<file path="src/rtl/m_store_buffer.sv">
// M-stage store buffer: aligns store data onto memory lanes, queues up to DEPTH
// entries and drains them over valid/ready. Define STORE_MERGE_EN to merge same-word stores into the tail.
module m_store_buffer #(
  parameter int DATA_W = 32,
  parameter int ADDR_W = 32,
  parameter int DEPTH  = 4
) (
  input  logic                       clk,
  input  logic                       reset,
  input  logic                       st_valid,
  output logic                       st_ready,
  input  logic [ADDR_W-1:0]          st_addr,
  input  logic [DATA_W-1:0]          st_data,
  input  logic [1:0]                 st_size,
  output logic                       st_exc,
  output logic                       mem_valid,
  input  logic                       mem_ready,
  output logic [ADDR_W-1:0]          mem_addr,
  output logic [DATA_W-1:0]          mem_wdata,
  output logic [DATA_W/8-1:0]        mem_byteen,
  input  logic [ADDR_W-1:0]          ld_addr,
  output logic                       ld_conflict,
  output logic [$clog2(DEPTH+1)-1:0] count
);
  localparam int NB = DATA_W / 8;
  localparam int L  = $clog2(NB);
  localparam int PW = $clog2(DEPTH);
  localparam int CW = $clog2(DEPTH + 1);
  localparam logic [ADDR_W-1:0] LO_MASK = ADDR_W'(NB - 1);

  logic [ADDR_W-1:0] addr_q [DEPTH];
  logic [ADDR_W-1:0] addr_d [DEPTH];
  logic [DATA_W-1:0] data_q [DEPTH];
  logic [DATA_W-1:0] data_d [DEPTH];
  logic [NB-1:0]     be_q   [DEPTH];
  logic [NB-1:0]     be_d   [DEPTH];
  logic [PW-1:0]     wr_ptr_q, wr_ptr_d;
  logic [PW-1:0]     rd_ptr_q, rd_ptr_d;
  logic [CW-1:0]     count_q, count_d;

  logic [L-1:0]      off;
  logic [NB-1:0]     base_mask, lane_be;
  logic [DATA_W-1:0] shifted, lane_data;
  logic [ADDR_W-1:0] st_waddr, ld_waddr;
  logic [PW-1:0]     idx;
  logic              illegal, full, enq, deq, alloc, merge;

  assign off      = st_addr[L-1:0];
  assign st_waddr = st_addr & ~LO_MASK;
  assign ld_waddr = ld_addr & ~LO_MASK;

  always_comb begin
    base_mask = '0;
    illegal   = 1'b0;
    case (st_size)
      2'b00: base_mask = NB'(1);
      2'b01: begin
        base_mask = NB'(3);
        illegal   = off[0];
      end
      2'b10: begin
        base_mask = NB'(15);
        illegal   = |off[1:0];
      end
      default: begin
        base_mask = '1;
        illegal   = (DATA_W == 32) || (|off);
      end
    endcase
  end

  assign lane_be = base_mask << off;
  assign shifted = st_data << {off, 3'b000};

  // Bytes above the access size in st_data must not leak onto unused lanes.
  always_comb begin
    lane_data = '0;
    for (int b = 0; b < NB; b++) begin
      if (lane_be[b]) lane_data[8*b +: 8] = shifted[8*b +: 8];
    end
  end

  assign full      = (count_q == CW'(DEPTH));
  assign st_ready  = !full;
  assign mem_valid = (count_q != '0);
  assign enq       = st_valid && st_ready && !illegal;
  assign st_exc    = st_valid && st_ready && illegal;
  assign deq       = mem_valid && mem_ready;
  assign alloc     = enq && !merge;

`ifdef STORE_MERGE_EN
  logic [PW-1:0] tail_ptr;
  assign tail_ptr = wr_ptr_q - 1'b1;
  // count >= 2 keeps the head (possibly mid-handshake) out of merging.
  assign merge = enq && (count_q >= CW'(2)) && (addr_q[tail_ptr] == st_waddr);
`else
  assign merge = 1'b0;
`endif

  always_comb begin
    addr_d   = addr_q;
    data_d   = data_q;
    be_d     = be_q;
    wr_ptr_d = wr_ptr_q;
    rd_ptr_d = rd_ptr_q;
    count_d  = count_q;
    if (alloc) begin
      addr_d[wr_ptr_q] = st_waddr;
      data_d[wr_ptr_q] = lane_data;
      be_d[wr_ptr_q]   = lane_be;
      wr_ptr_d         = wr_ptr_q + 1'b1;
    end
`ifdef STORE_MERGE_EN
    if (merge) begin
      for (int b = 0; b < NB; b++) begin
        if (lane_be[b]) data_d[tail_ptr][8*b +: 8] = lane_data[8*b +: 8];
      end
      be_d[tail_ptr] = be_q[tail_ptr] | lane_be;
    end
`endif
    if (deq) rd_ptr_d = rd_ptr_q + 1'b1;
    case ({alloc, deq})
      2'b10:   count_d = count_q + 1'b1;
      2'b01:   count_d = count_q - 1'b1;
      default: count_d = count_q;
    endcase
  end

  always_ff @(posedge clk or negedge reset) begin
    if (!reset) begin
      wr_ptr_q <= '0;
      rd_ptr_q <= '0;
      count_q  <= '0;
      for (int i = 0; i < DEPTH; i++) begin
        addr_q[i] <= '0;
        data_q[i] <= '0;
        be_q[i]   <= '0;
      end
    end else begin
      wr_ptr_q <= wr_ptr_d;
      rd_ptr_q <= rd_ptr_d;
      count_q  <= count_d;
      addr_q   <= addr_d;
      data_q   <= data_d;
      be_q     <= be_d;
    end
  end

  // Only entries occupied before the edge count; a store accepted this cycle does not.
  always_comb begin
    ld_conflict = 1'b0;
    idx         = '0;
    for (int k = 0; k < DEPTH; k++) begin
      idx = rd_ptr_q + PW'(k);
      if ((CW'(k) < count_q) && (addr_q[idx] == ld_waddr)) ld_conflict = 1'b1;
    end
  end

  assign mem_addr   = addr_q[rd_ptr_q];
  assign mem_wdata  = data_q[rd_ptr_q];
  assign mem_byteen = be_q[rd_ptr_q];
  assign count      = count_q;

endmodule

</file>
<file path="config.mk">
export PLATFORM = sky130hd
export DESIGN_NAME = m_store_buffer
export DESIGN_NICKNAME = d
export VERILOG_FILES = /design/src/rtl/m_store_buffer.sv
export SDC_FILE = /design/constraint.sdc
export NUM_CORES = 1
export LEC_CHECK = 0
export BUFFER_PORTS_ARGS = -buffer_cell sky130_fd_sc_hd__buf_2
export CORE_MARGIN = 1
export CORE_UTILIZATION = 55
export CTS_CLUSTER_DIAMETER = 120
export DETAILED_ROUTE_END_ITERATION = 12
export GPL_ROUTABILITY_DRIVEN = 0
export PLACE_DENSITY = 0.76
export SLEW_MARGIN = 30
export SYNTH_ARGS = -nofsm -noshare
export SYNTH_HDL_FRONTEND = slang
export SYNTH_SLANG_ARGS = --single-unit
</file>
<file path="constraint.sdc">
create_clock -name clk -period 6.26 [get_ports clk]
set_input_delay 0.626 -clock clk [delete_from_list [all_inputs] [get_ports clk]]
set_output_delay 0.626 -clock clk [all_outputs]
set_load 0.01 [all_outputs]
</file>
==> results.md, run 1 <==
- F_max: 0.208 GHz
- Setup CP Type: reg2out
- Worst-Margin Slew: 0.887 ns
- Worst path max stage delay: 0.62 ns
- Pwr dens: 591 mW/mm²
- Async SR Flop Fraction: 1.00
- First-pass GRT wire length: 64400 µm
- Die H: 171 µm
- Largest net degree at the start of global routing: 94
- Vias in the first global route: 11700
- CP dominant cell by count: nand4_1
- Max_cap viols: 0
- Slew headroom: 0.408
- Dpl hpwl: 28200 µm
- Crit path DAT: 4.19 ns
- Final Cell Area: 0.0178 mm²
- Global route total overflow: 0
- WP buf/inv: 3
- Crit path depth: 10
- P_leak: 7.90 nW
- Number of enable flip-flop cells after synthesis: 0
- Status: complete, no violations
- Placed cell count: 1821
- Commonest non-fill, non-tap cells in the layout: 269 x dfrtp_1, 193 x nand2_1, 171 x buf_2
- Clk buf depth: 3
- Setup crit end kind: output pin
- R2r worst-path depth: 8
- NumNets Final: 1585
- Die ar.: 0.0292 mm²
- CTS buffer count: 29
- Skew-Pair Late Insertion Delay: 0.57 ns
- Vias per Instance: 6.10
- Worst-path fanout max: 38
- Required time of the critical path: 5.63 ns
- Fill count: 2227
- CTS Hold Bufs: 0
- Top Ports: 177
- Layout cell share with drive strength beyond 1: 0.315
- H-tree depth: 1
- CTS tree: yes
- Skew final: 0.0117 ns
- Clock root cell: clkbuf_16
- Top cell type's share of synthesized area: 0.432
- DR iter-0 viols: 977
- WL/cell: 21.8 µm
- Synth unique cells: 59
- GR Util All Layers: 0.288
- Final hold viol count: 0
- Initial antenna violation count: 4
- TNS Setup: 0 ns
- Tot Pwr: 10.5 mW
- Row count: 61
- Area delta synth->final: 13.5%
- Synth area leader: dfrtp_1
- Worst hold margin: 0.0459 ns
- Reg clk slew, reported paths: 0.06 ns
- # setup viols final: 0
- Crit-path cells: buf_16, buf_4, mux4_1, xnor2_1, nand4_1, nor4_1, nand4_1, o22ai_1, a221o_1, buf_2
- Tmin final: 4.82 ns
- Synth warn: 0
- Initial Util: 0.562
- Hold Path Class: in2async
- VDD IR-drop max: 0.305 mV
- Post-CTS Resized: 0
- DRC: 0
- ANT nets after route: 0
- CP delay by family, top: simple AND/OR/NAND/NOR gates
- Syn avg cell area: 11.5 µm²
- #FFs+latches synth: 271
- Port-buffer cells: 172
- Main area contributors after synthesis: dfrtp_1 43%, mux4_2 12%, mux2_2 9.5%, mux2i_1 5.9%, o21ai_0 5.1%
- Post-synthesis cell area: 0.0157 mm²
- RSZ-0062 raised after global routing: no
- Post-Layout Cell Count: 1878
- Commonest non-fill, non-tap cell in the layout: dfrtp_1
- Final worst path period share: 0.770
- Crit start category: flip-flop
- Setup bufs post-CTS: 0
- Fin. max-slew vios: 0
- CTS Sinks: 271
- DP Area: 0.0166 mm²
- Syn Inst Count: 1365
- Post-synthesis sequential area ratio: 0.432
- Core ar.: 0.0279 mm²
- Total vias in the final route: 11500
- Main synth FF type: dfrtp_1
- 1st-pass router iterations: 6
- Slowest stage cell on the critical path: dfrtp_4
- WL final: 41000 µm
- Die width: 171 µm
==> report_power, final <==
part | total, mW | internal [mW] | switching, mW
Combinational | 5.18 | 2.52 | 2.66
Clock | 2.03 | 1.30 | 0.729
Sequential | 3.32 | 2.58 | 0.740
==> registers in the layout, summed over array words and instances, names as in the netlist <==
register  count
be_q         16
wr_ptr_q      2
count         3
data_q      128
rd_ptr_q      2
addr_q      120
==> cell usage after synthesis (all sizes together), types with 2 or more instances <==
cell type  count
nor2          27
a2bb2oi        5
a31oi         10
a2111oi        6
ha             8
o221ai         5
mux2i         93
nor4          14
nor3           7
and2           3
a222oi         2
xnor2         59
nor2b          6
o31ai          2
mux4          92
o22ai          9
buf           50
or2            2
o21ai        159
nand2        197
nand4         15
a21oi         22
o21a           2
clkbuf        60
nand3          4
o2111ai        6
inv            8
a211oi         5
mux2         132
o211ai        11
a22oi         11
xor2          50
dfrtp        271
==> metrics by stage <==
step	worst slack [ns]	util
floorplan	3.53	-
global placement	2.01	0.595
detailed placement	1.94	0.595
CTS	1.31	0.636
global route	1.33	0.637
finish	1.44	0.638
==> layer usage <==
layer,global-route usage,routed length (µm),vias to the layer above
li1,-,-,5205
met1,0.370,16400,5683
met2,0.490,20300,472
met3,0.0590,3000,92
met4,0.0889,1240,4
met5,0,24,-
==> final timing paths <==
path	endpoint	slack [ns]	from
max	ld_conflict	1.44	rd_ptr_q[0]
min reg2reg	data_q[117]	0.48	data_q[117]
max in group asynchronous	wr_ptr_q[0]	4.98	reset
min in group clk	addr_q[55]	0.33	st_addr[23]
max reg2reg	addr_q[88]	3.18	count[1]
min	addr_q[17]	0.05	reset
==> logic make-up after synthesis <==
| kind of cell | synth area share |
|---|---|
| compound gates | 0.0988 |
| other cells | 0.000239 |
| mux | 0.287 |
| fa+ha+maj | 0.00638 |
| buf+inv | 0.0393 |
| xor+xnor | 0.0608 |
| flops | 0.432 |
| simple gates | 0.0749 |
==> worst reg2reg max path, delay by kind of cell, from the launching register on <==
kind / cells / cell delay (ns)
adders and majority gates: 1 / 0.21
muxes: 1 / 0.39
DFF: 1 / 0.53
buffers and inverters: 2 / 0.61
and+or+nand+nor: 4 / 1.24
==> cell type report <==
cell class,instances,area (µm²),share of cell area
timing repair buffer,188,1030,0.0579
sequential,271,6790,0.381
inverter,9,33.8,0.00190
clock inverter,14,313,0.0176
multi-input combinational,976,8330,0.468
clock buffer,39,833,0.0468
tap,378,473,0.0266
antenna,3,7.51,0.000421
Power figures use the tool's default switching activity.
==> inputs of run 2 (changes only) <==
- clock period: 6.26 -> 4.6 ns (I/O delays scaled with it)
==> results.md, run 2 (synthesis results as in run 1) <==
- Initial antenna violation count: 3
- # setup viols final: 0
- P_leak: 7.84 nW
- Commonest non-fill, non-tap cell in the layout: dfrtp_1
- Final hold viol count: 0
- GR met1 Demand/Resource: 0.362
- Required time of the critical path: 4.14 ns
- Row count: 61
- GR Util All Layers: 0.278
- Area delta synth->final: 12.7%
- Vias in the first global route: 11400
- Routing usage on met2: 0.476
- Die H: 171 µm
- Hold Path Class: in2reg
- Final worst path period share: 0.975
- Fin. max-slew vios: 0
- F_max: 0.223 GHz
- Port-buffer cells: 172
- RSZ-0062 raised after global routing: no
- Setup CP Type: reg2out
- Tmin final: 4.49 ns
- Skew final: 0.0314 ns
- WL final: 40100 µm
- Initial Util: 0.562
- TNS Setup: 0 ns
- Most Crowded Layer GR: met2
- Post-CTS Resized: 0
- Worst-Margin Slew: 0.845 ns
- Global route total overflow: 0
- Worst r2r src: count[1]
- Top Ports: 177
- Slew headroom: 0.422
- WP buf/inv: 3
- Commonest non-fill, non-tap cells in the layout: 269 x dfrtp_1, 193 x nand2_1, 171 x buf_2
- Fill count: 2239
- Vias per Instance: 6.20
- Fin util: 0.633
- Max_cap viols: 0
- Worst path max stage delay: 0.96 ns
- Crit-path cells: inv_2, buf_4, mux2i_1, nor2b_1, a2111oi_0, nand4_1, o22ai_1, a221o_1, buf_2
- Crit start category: flip-flop
- Register with the most flip-flops: data_q
- WL/cell: 21.3 µm
- CTS Hold Bufs: 0
- Setup crit end kind: output pin
- Core ar.: 0.0279 mm²
- Total vias in the final route: 11700
- DR iter-0 viols: 1118
- Setup bufs post-CTS: 0
- Worst hold margin: 0.164 ns
- Skew-Pair Late Insertion Delay: 0.57 ns
- Worst-path fanout max: 45
- Largest net degree at the start of global routing: 121
- Slowest stage cell on the critical path: dfrtp_4
- Reg-to-reg setup timing slack: 1.51 ns
- Status: complete, no violations
- Dpl hpwl: 28000 µm
- H-tree depth: 1
- Reg clk slew, reported paths: 0.06 ns
- NumNets Final: 1590
- Layout cell share with drive strength beyond 1: 0.312
- 1st-pass router iterations: 5
- Clock root cell: clkbuf_16
- Crit path DAT: 4.03 ns
- CTS Sinks: 271
- CTS buffer count: 28
- DRC: 0
- Biggest regs: data_q x128, addr_q x120, be_q x16
- Die ar.: 0.0292 mm²
- Pwr dens: 784 mW/mm²
- ANT nets after route: 0
- CTS tree: yes
- Clk buf depth: 3
- Die width: 171 µm
- Grt met3 use: 0.0560
- Crit path from: rd_ptr_q[0]
- Worst Min Path Start: st_addr[21]
- CP delay by family, top: compound AO/OA/AOI/OAI gates
- First-pass GRT wire length: 62600 µm
- Max reg flops: 128
- VDD IR-drop max: 0.358 mV
run 2: metrics by stage:
| stage | setup slack, ns | cell area, µm² | instances | power, mW |
|---|---|---|---|---|
| 2_1_floorplan | 2.03 | 15700 | 1366 | 9.49 |
| 3_3_place_gp | 0.898 | 16700 | 1826 | 11.3 |
| 3_5_place_dp | 0.878 | 16700 | 1826 | 11.5 |
| 4_1_cts | 0.258 | 17600 | 1874 | 13.9 |
| 5_1_grt | 0.0256 | 17700 | 1877 | 14.7 |
| 6_report | 0.113 | 17700 | 1879 | 13.9 |
run 2: routing by layer:
| layer | wire length (µm) | part of all wire |
|---|---|---|
| met1 | 15800 | 0.39 |
| met2 | 20000 | 0.50 |
| met3 | 3200 | 0.080 |
| met4 | 1080 | 0.027 |
| met5 | 0 | 0 |
run 2: area by class of cell:
cell class | instances | area, µm² | area share
diodes | 3 | 7.51 | 0.000425
clock buffers | 42 | 823 | 0.0466
clock inverters | 6 | 105 | 0.00594
inverters | 9 | 33.8 | 0.00191
multi-input cells | 976 | 8330 | 0.471
flip-flops and latches | 271 | 6790 | 0.384
well taps | 378 | 473 | 0.0267
repair buffers | 194 | 1120 | 0.0634
run 2: worst register-to-register path, cell delays in order (launching register included):
cell	delay, ns
dfrtp_1	0.50
inv_1	0.10
ha_1	0.21
nand2_1	0.08
nand2_1	0.17
nor2_2	0.57
nand2_4	0.49
buf_4	0.50
nand2_1	0.21
o21ai_0	0.10
run 2: worst paths after layout:
path	endpoint	cells after the start
setup / recovery	ld_conflict	9
hold / removal	addr_q[21]	2
setup reg to reg	data_q[68]	9
hold reg to reg	data_q[20]	2
max in group asynchronous	data_q[88]	4
min in group asynchronous	addr_q[122]	2
run 2: where the power goes:
part	switching, mW	internal [mW]	total, mW
sequential	1.00	3.51	4.51
combinational	3.61	3.46	7.08
clock	0.936	1.34	2.28
